File: config.mk
export PLATFORM = sky130hd
export DESIGN_NAME = dqs_rdvalid_ctrl
export DESIGN_NICKNAME = d
export VERILOG_FILES = /design/src/rtl/dqsrv_pkg.sv /design/src/rtl/dqsrv_lane.sv /design/src/rtl/dqs_rdvalid_ctrl.sv
export SDC_FILE = /design/constraint.sdc
export NUM_CORES = 1
export LEC_CHECK = 0
export ABC_AREA = 1
export CORE_MARGIN = 4
export CORE_UTILIZATION = 40
export CTS_BUF_LIST = sky130_fd_sc_hd__clkbuf_4
export CTS_CLUSTER_DIAMETER = 200
export DETAILED_ROUTE_END_ITERATION = 12
export PLACE_DENSITY = 0.62
export SYNTH_ARGS = -nofsm -noshare
export SYNTH_HDL_FRONTEND = slang
export SYNTH_SLANG_ARGS = --single-unit
export TNS_END_PERCENT = 50
File: constraint.sdc
create_clock -name SCLK -period 2.4 [get_ports SCLK]
set_input_delay 0.36 -clock SCLK [delete_from_list [all_inputs] [get_ports SCLK]]
set_output_delay 0.36 -clock SCLK [all_outputs]
set_load 0.05 [all_outputs]
File: src/rtl/dqsrv_pkg.sv
// dqsrv_pkg: lane-state encoding and timing constants shared by dqs_rdvalid_ctrl
// and its per-lane controller dqsrv_lane.
package dqsrv_pkg;

  typedef enum logic [1:0] {
    IDLE  = 2'd0,
    WAIT  = 2'd1,
    BURST = 2'd2
  } lane_state_e;

  // Cycles a lane waits for a DQS preamble, counting the window-open cycle itself.
  localparam int unsigned TIMEOUT = 2;
  localparam int unsigned TMO_W   = $clog2(TIMEOUT + 1);

  typedef enum logic [1:0] {
    CAL_OFF   = 2'd0,
    CAL_ARMED = 2'd1,
    CAL_MEAS  = 2'd2
  } cal_state_e;

endpackage

File: src/rtl/dqsrv_lane.sv
// dqsrv_lane: one DQS byte lane -- IDLE/WAIT/BURST tracker with burst down-counter,
// one-deep window queue, timeout and registered DATAVALID/PRMBDET/LATERR.
module dqsrv_lane
  import dqsrv_pkg::*;
#(
  parameter int unsigned BURST_LEN = 4,
  parameter bit          NRZ_EN    = 1'b0
) (
  input  logic clk,
  input  logic rst_n,
  input  logic win,
  input  logic prmb,
  output logic dv,
  output logic det,
  output logic laterr,
  output logic idle
);

  localparam int unsigned      CNT_W    = $clog2(BURST_LEN);
  localparam logic [CNT_W-1:0] CNT_LOAD = CNT_W'(BURST_LEN - 1);
  localparam logic [TMO_W-1:0] TMO_LOAD = TMO_W'(TIMEOUT - 1);

  lane_state_e      state_q, state_d;
  logic [CNT_W-1:0] cnt_q, cnt_d;
  logic [TMO_W-1:0] tmo_q, tmo_d;
  logic             queue_q, queue_d;
  logic             dv_q, dv_d;
  logic             det_q, det_d;
  logic             laterr_q, laterr_d;
  logic             enter;

  // The window-open cycle already counts as the first waiting cycle, so a preamble
  // seen in that cycle starts the burst without a WAIT cycle in between.
  always_comb begin
    state_d  = state_q;
    cnt_d    = cnt_q;
    tmo_d    = tmo_q;
    queue_d  = queue_q;
    laterr_d = 1'b0;
    enter    = 1'b0;
    case (state_q)
      IDLE: begin
        if (win) begin
          if (prmb) begin
            enter = 1'b1;
          end else begin
            state_d = WAIT;
            tmo_d   = TMO_LOAD;
          end
        end
      end
      WAIT: begin
        if (prmb) begin
          enter = 1'b1;
        end else if (win) begin
          tmo_d = TMO_LOAD;
        end else if (tmo_q <= TMO_W'(1)) begin
          state_d  = IDLE;
          laterr_d = 1'b1;
        end else begin
          tmo_d = tmo_q - TMO_W'(1);
        end
      end
      BURST: begin
        if (cnt_q == '0) begin
          queue_d = 1'b0;
          if (win || queue_q) begin
            if (prmb) begin
              enter = 1'b1;
            end else begin
              state_d = WAIT;
              tmo_d   = TMO_LOAD;
            end
          end else begin
            state_d = IDLE;
          end
        end else begin
          cnt_d = cnt_q - CNT_W'(1);
          if (win) begin
            if (queue_q) begin
              laterr_d = 1'b1;
            end else begin
              queue_d = 1'b1;
            end
          end
        end
      end
      default: state_d = IDLE;
    endcase

    if (enter) begin
      state_d = BURST;
      cnt_d   = CNT_LOAD;
    end

    det_d = (state_d == BURST);
    dv_d  = NRZ_EN ? (dv_q ^ enter) : det_d;
  end

  always_ff @(posedge clk or negedge rst_n) begin
    if (!rst_n) begin
      state_q  <= IDLE;
      cnt_q    <= '0;
      tmo_q    <= '0;
      queue_q  <= 1'b0;
      dv_q     <= 1'b0;
      det_q    <= 1'b0;
      laterr_q <= 1'b0;
    end else begin
      state_q  <= state_d;
      cnt_q    <= cnt_d;
      tmo_q    <= tmo_d;
      queue_q  <= queue_d;
      dv_q     <= dv_d;
      det_q    <= det_d;
      laterr_q <= laterr_d;
    end
  end

  assign dv     = dv_q;
  assign det    = det_q;
  assign laterr = laterr_q;
  assign idle   = (state_q == IDLE);

endmodule

File: src/rtl/dqs_rdvalid_ctrl.sv
// dqs_rdvalid_ctrl: READ-latency shift register feeding LANES dqsrv_lane trackers.
// Optional read-latency calibration is built only when DQSRV_LATCAL_EN is defined.
module dqs_rdvalid_ctrl
  import dqsrv_pkg::*;
#(
  parameter int unsigned LANES     = 2,
  parameter int unsigned BURST_LEN = 4,
  parameter int unsigned MAX_LAT   = 7,
  parameter string       NRZMODE   = "DISABLED"
) (
  input  logic                         SCLK,
  input  logic                         RSTN,
  input  logic                         READ,
  input  logic [$clog2(MAX_LAT+1)-1:0] RDLAT,
  input  logic [LANES-1:0]             PRMB,
`ifdef DQSRV_LATCAL_EN
  input  logic                         CALSTART,
  output logic [$clog2(MAX_LAT+1)-1:0] CALLAT,
  output logic                         CALDONE,
  output logic                         CALERR,
`endif
  output logic [LANES-1:0]             DATAVALID,
  output logic [LANES-1:0]             PRMBDET,
  output logic [LANES-1:0]             LATERR
);

  localparam int unsigned      LAT_W   = $clog2(MAX_LAT + 1);
  localparam logic [LAT_W-1:0] LAT_CAP = LAT_W'(MAX_LAT);
  localparam bit               NRZ_EN  = (NRZMODE == "ENABLED");

  logic [MAX_LAT:0]   sr_q, sr_d;
  logic [LAT_W-1:0]   rdlat_q, rdlat_d;
  logic [LAT_W-1:0]   rdlat_clamped;
  logic [LANES-1:0]   lane_idle;
  logic               win;

  // sr_q[0] holds the READ of the previous cycle, so tap k opens the window k+1
  // cycles after READ. Latency is frozen while any READ or lane is still active.
  always_comb begin
    sr_d          = {sr_q[MAX_LAT-1:0], READ};
    rdlat_clamped = (int'(RDLAT) > int'(MAX_LAT)) ? LAT_CAP : RDLAT;
    rdlat_d       = rdlat_q;
    if (!(|sr_q) && (&lane_idle)) begin
      rdlat_d = rdlat_clamped;
    end
    win = sr_q[rdlat_q];
  end

  always_ff @(posedge SCLK or negedge RSTN) begin
    if (!RSTN) begin
      sr_q    <= '0;
      rdlat_q <= LAT_CAP;
    end else begin
      sr_q    <= sr_d;
      rdlat_q <= rdlat_d;
    end
  end

  for (genvar g = 0; g < LANES; g++) begin : g_lane
    dqsrv_lane #(
      .BURST_LEN (BURST_LEN),
      .NRZ_EN    (NRZ_EN)
    ) u_lane (
      .clk    (SCLK),
      .rst_n  (RSTN),
      .win    (win),
      .prmb   (PRMB[g]),
      .dv     (DATAVALID[g]),
      .det    (PRMBDET[g]),
      .laterr (LATERR[g]),
      .idle   (lane_idle[g])
    );
  end

`ifdef DQSRV_LATCAL_EN
  localparam int unsigned      CAL_W     = $clog2(MAX_LAT + 4);
  localparam logic [CAL_W-1:0] CAL_LIMIT = CAL_W'(MAX_LAT + 2);

  cal_state_e       cal_st_q, cal_st_d;
  logic [CAL_W-1:0] cal_cnt_q, cal_cnt_d;
  logic [CAL_W-1:0] cal_max_q, cal_max_d;
  logic [LANES-1:0] cal_seen_q, cal_seen_d;
  logic [LAT_W-1:0] callat_q, callat_d;
  logic             caldone_q, caldone_d;
  logic             calerr_q, calerr_d;

  // Counter is 1 in the cycle after READ; first PRMB per lane is monotonic in time,
  // so the latest newly reporting lane always carries the maximum.
  always_comb begin
    cal_st_d   = cal_st_q;
    cal_cnt_d  = cal_cnt_q;
    cal_max_d  = cal_max_q;
    cal_seen_d = cal_seen_q;
    callat_d   = callat_q;
    caldone_d  = 1'b0;
    calerr_d   = 1'b0;
    case (cal_st_q)
      CAL_OFF: begin
        if (CALSTART) cal_st_d = CAL_ARMED;
      end
      CAL_ARMED: begin
        if (READ) begin
          cal_st_d   = CAL_MEAS;
          cal_cnt_d  = CAL_W'(1);
          cal_max_d  = '0;
          cal_seen_d = '0;
        end
      end
      CAL_MEAS: begin
        cal_seen_d = cal_seen_q | PRMB;
        if (|(PRMB & ~cal_seen_q)) cal_max_d = cal_cnt_q;
        if (&cal_seen_d) begin
          cal_st_d  = CAL_OFF;
          caldone_d = 1'b1;
          callat_d  = (int'(cal_max_d) - 1 > int'(MAX_LAT)) ? LAT_CAP
                                                            : LAT_W'(cal_max_d - CAL_W'(1));
        end else if (cal_cnt_q >= CAL_LIMIT) begin
          cal_st_d = CAL_OFF;
          calerr_d = 1'b1;
        end else begin
          cal_cnt_d = cal_cnt_q + CAL_W'(1);
        end
      end
      default: cal_st_d = CAL_OFF;
    endcase
  end

  always_ff @(posedge SCLK or negedge RSTN) begin
    if (!RSTN) begin
      cal_st_q   <= CAL_OFF;
      cal_cnt_q  <= '0;
      cal_max_q  <= '0;
      cal_seen_q <= '0;
      callat_q   <= '0;
      caldone_q  <= 1'b0;
      calerr_q   <= 1'b0;
    end else begin
      cal_st_q   <= cal_st_d;
      cal_cnt_q  <= cal_cnt_d;
      cal_max_q  <= cal_max_d;
      cal_seen_q <= cal_seen_d;
      callat_q   <= callat_d;
      caldone_q  <= caldone_d;
      calerr_q   <= calerr_d;
    end
  end

  assign CALLAT  = callat_q;
  assign CALDONE = caldone_q;
  assign CALERR  = calerr_q;
`endif

endmodule

### Word-level counts from Yosys, hierarchy flattened

Index checks and enable logic that the tools add are counted.
W data, S select, Z words.

| storage, ports and cells | value |
|---|---|
| register bits after elaboration | 29 |
| input port bits | 8 |
| output and inout port bits | 6 |
| logic and storage cells | 130 |

| operators by class | value |
|---|---|
| add/subtract/negate cells | 4 |
| order comparisons | 3 |
| eq/ne operators | 18 |
| multiplexer cells | 69 |
| reductions and logical operators | 22 |

Operators by type and width:

| operator | count |
|---|---|
| $mux W2 | 36 |
| $mux W1 | 24 |
| $pmux W2 S3 | 4 |
| $ne A2 B1 Y1 const B | 7 |
| $reduce_and A6 Y1 | 2 |
| $reduce_and A2 Y1 | 5 |
| $eq A2 B2 Y1 const B | 4 |
| $logic_not A2 Y1 | 4 |
| $reduce_bool A2 Y1 | 4 |
| $reduce_or A8 Y1 | 1 |
| $sub A2 B1 Y2 const B | 4 |
| $ne A2 B2 Y1 const B | 3 |
| $pmux W1 S3 | 2 |
| $reduce_bool A3 Y1 | 2 |
| $eq A2 B1 Y1 const B | 2 |
| $le A2 B1 Y1 const B | 2 |
| $lt A3 B4 Y1 const B | 1 |
| $pmux W1 S2 | 2 |
| $bmux W1 S3 | 1 |
| $ne A3 B2 Y1 const B | 1 |
| $ne A3 B3 Y1 const B | 1 |
| $logic_or A1 B1 Y1 | 2 |
| $logic_and A1 B1 Y1 | 1 |
| $logic_not A1 Y1 | 1 |

### Longest topological paths before layout

| logic depth | value |
|---|---|
| word-level depth | 8 |
| gate-level depth with buffers | 13 |
| gate-level depth less buffers | 13 |

### Cells and area by module

From an unflattened synthesis, not the netlist that was laid out.

| second synthesis, totals | value |
|---|---|
| cells, all modules | 242 |
| area, all modules | 1775.5 sq um |

By module, submodules not included:

| module | instances | cells an instance | area an instance (sq um) | sequential area each (sq um) |
|---|---|---|---|---|
| dqsrv_lane | 2 | 91 | 641.9 | 225.2 |
| dqs_rdvalid_ctrl | 1 | 60 | 491.7 | 279.0 |

### Least setup slack after synthesis

OpenSTA, ideal clock, no wires.

| timing | value |
|---|---|
| path kind | register to register |
| start | reg rdlat_q[0] |
| end | reg g_lane[0].u_lane.cnt_q[0] |
| library setup time | 0.116 ns |
| data arrival time | 1.408 ns |
| data required time | 2.284 ns |
| path slack | 0.875 ns |
| stages on the path, launching flop included | 14 |
| period minus slack after synthesis | 1.525 ns |
| cells stage by stage | dfstp_2 -> inv_2 -> nand2_1 -> nand3_1 -> nand3_2 -> nand2_4 -> nand2_2 -> nand3_2 -> nand2_2 -> nand2_2 -> nand2_2 -> nand2_1 -> nand2_1 -> nand2_1 |

| between the ends | value |
|---|---|
| longest elaborated chain between the ends | 8 |
| elaborated cells between the ends (all ways) | 11 |

Ends and longest elaborated chain:

| what | line | text |
|---|---|---|
| from (decl) | dqs_rdvalid_ctrl.sv:32 | `logic [LAT_W-1:0] rdlat_q, rdlat_d;` |
| from (signal assigned) | dqs_rdvalid_ctrl.sv:55 | `rdlat_q <= rdlat_d;` |
| $bmux W1 S3 (*) | dqs_rdvalid_ctrl.sv:46 | `win = sr_q[rdlat_q];` |
| $mux W1 (not written as such) (*) | dqs_rdvalid_ctrl.sv:46 |  |
| $logic_or A1 B1 Y1 | dqsrv_lane.sv:67 | `if (win \|\| queue_q) begin` |
| $mux W1 | dqsrv_lane.sv:67 |  |
| $mux W1 | dqsrv_lane.sv:65 | `if (cnt_q == '0) begin` |
| $pmux W1 S3 (*) | dqsrv_lane.sv:41 | `case (state_q)` |
| $ne A2 B1 Y1 (no line) or $reduce_bool A2 Y1 (tied branches) | - |  |
| $reduce_and A2 Y1 (no line) | - |  |
| to (signal assigned) | dqsrv_lane.sv:111 | `cnt_q <= cnt_d;` |
| to (decl) | dqsrv_lane.sv:24 | `logic [CNT_W-1:0] cnt_q, cnt_d;` |

Mark *: on every way between the ends. The rest lies on a longest branch, timed or not. The select of a mux whose other input is x is not followed.
A chain may end at the register's enable or synchronous reset.

### Worst setup path after layout

| timing | value |
|---|---|
| start | reg g_lane[1].u_lane.dv_q |
| end | out DATAVALID[1] |

RTL lines:

| what | line | text |
|---|---|---|
| from (decl) | dqsrv_lane.sv:27 | `logic dv_q, dv_d;` |
| from (signal assigned) | dqsrv_lane.sv:114 | `dv_q <= dv_d;` |
| to (decl) | dqs_rdvalid_ctrl.sv:22 | `output logic [LANES-1:0] DATAVALID,` |

No word-level cell between the ends.

==> results.cfg <==
[status]
status = completed

[global_routing]
grt_pass1_wl_um = 5540
overflow = 0
grt_util_all_layers = 0.130
antenna_found_initial = 0
grt_pass1_vias = 1267
grt_max_degree = 30

[flow_run]
maxCapViolations = 0

[synth]
synth_most_common_cell = nand2_1
synth_ff_type = dfrtp_1
ys_seq_elements = 29
yosys.cell_types.count = 27
synth_area_per_cell_um2 = 7.89
async_flop_share = 1.00
synth_edf_count = 0
ys_top_cells_by_area = dfrtp_1 36%, nand2_1 10%, inv_1 8.4%, ha_1 8.2%, nand3_1 5.5%
netlist_area_um2 = 1830
synth.top_cells.by_count = 50 x nand2_1, 41 x inv_1, 26 x dfrtp_1, 20 x nand3_1, 16 x nor2_1
synth_nets = 252
ys_seq_area_frac = 0.398
synthCells = 232
synth_top_area_cell = dfrtp_1
yosys.area.top_type_share = 0.355
yosysWarnings = 0

[pwr]
p_leak_nw = 1.05
finalPower_w = 0.00241
irDropWorstVdd_uv = 459
power.density_nw_per_um2 = 1180

[finish]
fin_nets = 265
fillerInstances = 447
areaGrowthSynthToFinish_pct = 11.9
register_area_um2 = 729
multiInputGateArea_um2 = 865
n_antenna_cell = 0
drive_gt1_frac = 0.163
final_util = 0.467

[sta]
timing.fmax_ghz = 0.543
drv_slew = 0
period_share = 0.768
worst_hold_slack_ns = 0.387
final-hold-violation-count = 0
min_period_ns = 1.84
slew_headroom = 0.669
setup_ws_ns = 0.557
finClkSkew_ns = 0.0116
setup_tns_ns = 0
grt_setup_unrepaired = false
setup_violations = 0
worst_slew_pin_slew_ns = 0.496

[worst_setup_path]
rr_worst_depth = 6
cp-end-kind = output pin
cpPeakStageDelay_ns = 0.80
regToRegSetupSlack_ns = 0.62
path_cells = clkdlybuf4s50_1
critPathSlowestCell = clkdlybuf4s50_1
setup.worst_path.start_class = flip-flop
crit_path_max_fanout = 2
path_delay_family = buffers and inverters
path_class = flip-flop to output pin
worst-path-buf-inv = 1
arrival_ns = 1.48
r2r_start = g_lane[1].u_lane.state_q[0]
worstPathRequired_ns = 2.04
regToRegEndpoint = rdlat_q[2]

[clock_network]
ctsResizeCount = 0
clk_pin_slew_ns = 0.10
numCtsBuffers = 5
cts_tree = built
cts_hold_buf = 0
clock_sinks = 29
clockBufferDepth = 2
htree_levels = 2
post-cts-setup-buffers = 0
root_buffer = clkbuf_4
clock_latency_ns = 0.35

[drt]
finalWirelength_um = 3090
avgRoutedWirePerCell_um = 10.4
drt_iter0_drc = 51
vias = 1388
final_antenna_net_count = 0
drt_first_pass_iters = 4
drc = 0
detail_route.vias_per_cell = 4.66

[floorplanning]
start_util = 0.418
fp-row-count = 24
die_area_um2 = 5720
core_um2 = 4380
die_w_um = 75.7
die-height_um = 75.7
boundaryPins = 14

[place]
gp_congestion = 0.786
hpwlAfterDp_um = 2340
portBuffers = 13
dp_worst_setup_slack_ns = 0.530

[min_path]
hold_path.class = input port to async pin
-- placed cells by master, fill, tap and decap left out, drive strengths merged --
| master | count |
|---|---|
| mux2 | 3 |
| a211oi | 1 |
| o211ai | 2 |
| nor3b | 1 |
| o21a | 1 |
| nand4 | 3 |
| clkinv | 1 |
| clkinvlp | 1 |
| inv | 46 |
| bufinv | 1 |
| clkdlybuf4s50 | 13 |
| nand2 | 64 |
| ha | 12 |
| dfrtp | 26 |
| nor2 | 16 |
| o21ai | 11 |
| clkbuf | 5 |
| a21boi | 1 |
| dfstp | 3 |
| nand3 | 26 |
| nor3 | 1 |
| buf | 1 |
| o22ai | 2 |
| nand3b | 2 |
| nor4 | 3 |
-- logic make-up after synthesis --
family,synth area share
compound gates,0.0574
fa+ha+maj,0.0820
buf+inv,0.129
flops,0.398
mux,0.0185
simple gates,0.314
-- area by class of cell --
cell class	count	area share
multi-input cells	149	0.422
flip-flops and latches	29	0.356
inverters	46	0.0843
repair buffers	14	0.0672
well taps	52	0.0318
clock inverters	3	0.0202
clock buffers	5	0.0183
-- flip-flops by register name, summed over array words and instances (netlist names) --
name	flops
g_lane.u_lane.state_q	4
sr_q	8
g_lane.u_lane.tmo_q	4
g_lane.u_lane.queue_q	2
g_lane.u_lane.laterr	2
g_lane.u_lane.cnt_q	4
rdlat_q	3
g_lane.u_lane.dv	2
-- stage by stage --
stage / cell area [µm²] / instances
2_1_floorplan: 1830 / 232
3_3_place_gp: 1970 / 290
3_5_place_dp: 1970 / 290
4_1_cts: 2050 / 298
5_1_grt: 2050 / 298
6_report: 2050 / 298
-- worst max path at each step --
| stage | start | endpoint | slack, ns | cells past startpoint |
|---|---|---|---|---|
| global placement | PRMB[0] | g_lane[0].u_lane.cnt_q[0] | 0.52 | 12 |
| global route | rdlat_q[0] | g_lane[0].u_lane.tmo_q[1] | 0.43 | 11 |
| finish | g_lane[1].u_lane.dv | DATAVALID[1] | 0.56 | 1 |
| CTS | g_lane[1].u_lane.dv | DATAVALID[1] | 0.53 | 1 |
| floorplan | rdlat_q[0] | g_lane[0].u_lane.cnt_q[0] | 0.88 | 13 |
| detailed placement | PRMB[0] | g_lane[0].u_lane.cnt_q[0] | 0.53 | 12 |
-- power by group --
group	switching, W	total [W]	internal, W
Sequential	0.000106	0.000747	0.000641
Combinational	0.000804	0.00127	0.000462
Clock	0.000182	0.000397	0.000215
Total	0.00109	0.00241	0.00132
-- worst reg2reg max path, cell delays in order (launching register included) --
cell and delay [ns]:
dfrtp_1 0.45, inv_1 0.12, ha_1 0.21, inv_1 0.08, nor4_1 0.30, nand4_1 0.22, mux2_2 0.32
-- metal layers --
layer  track usage  part of all wire
met2         0.195              0.42
met4        0.0524             0.018
met1         0.169              0.51
met5             0                 0
met3        0.0515             0.053
(Power assumes the default switching activity.)
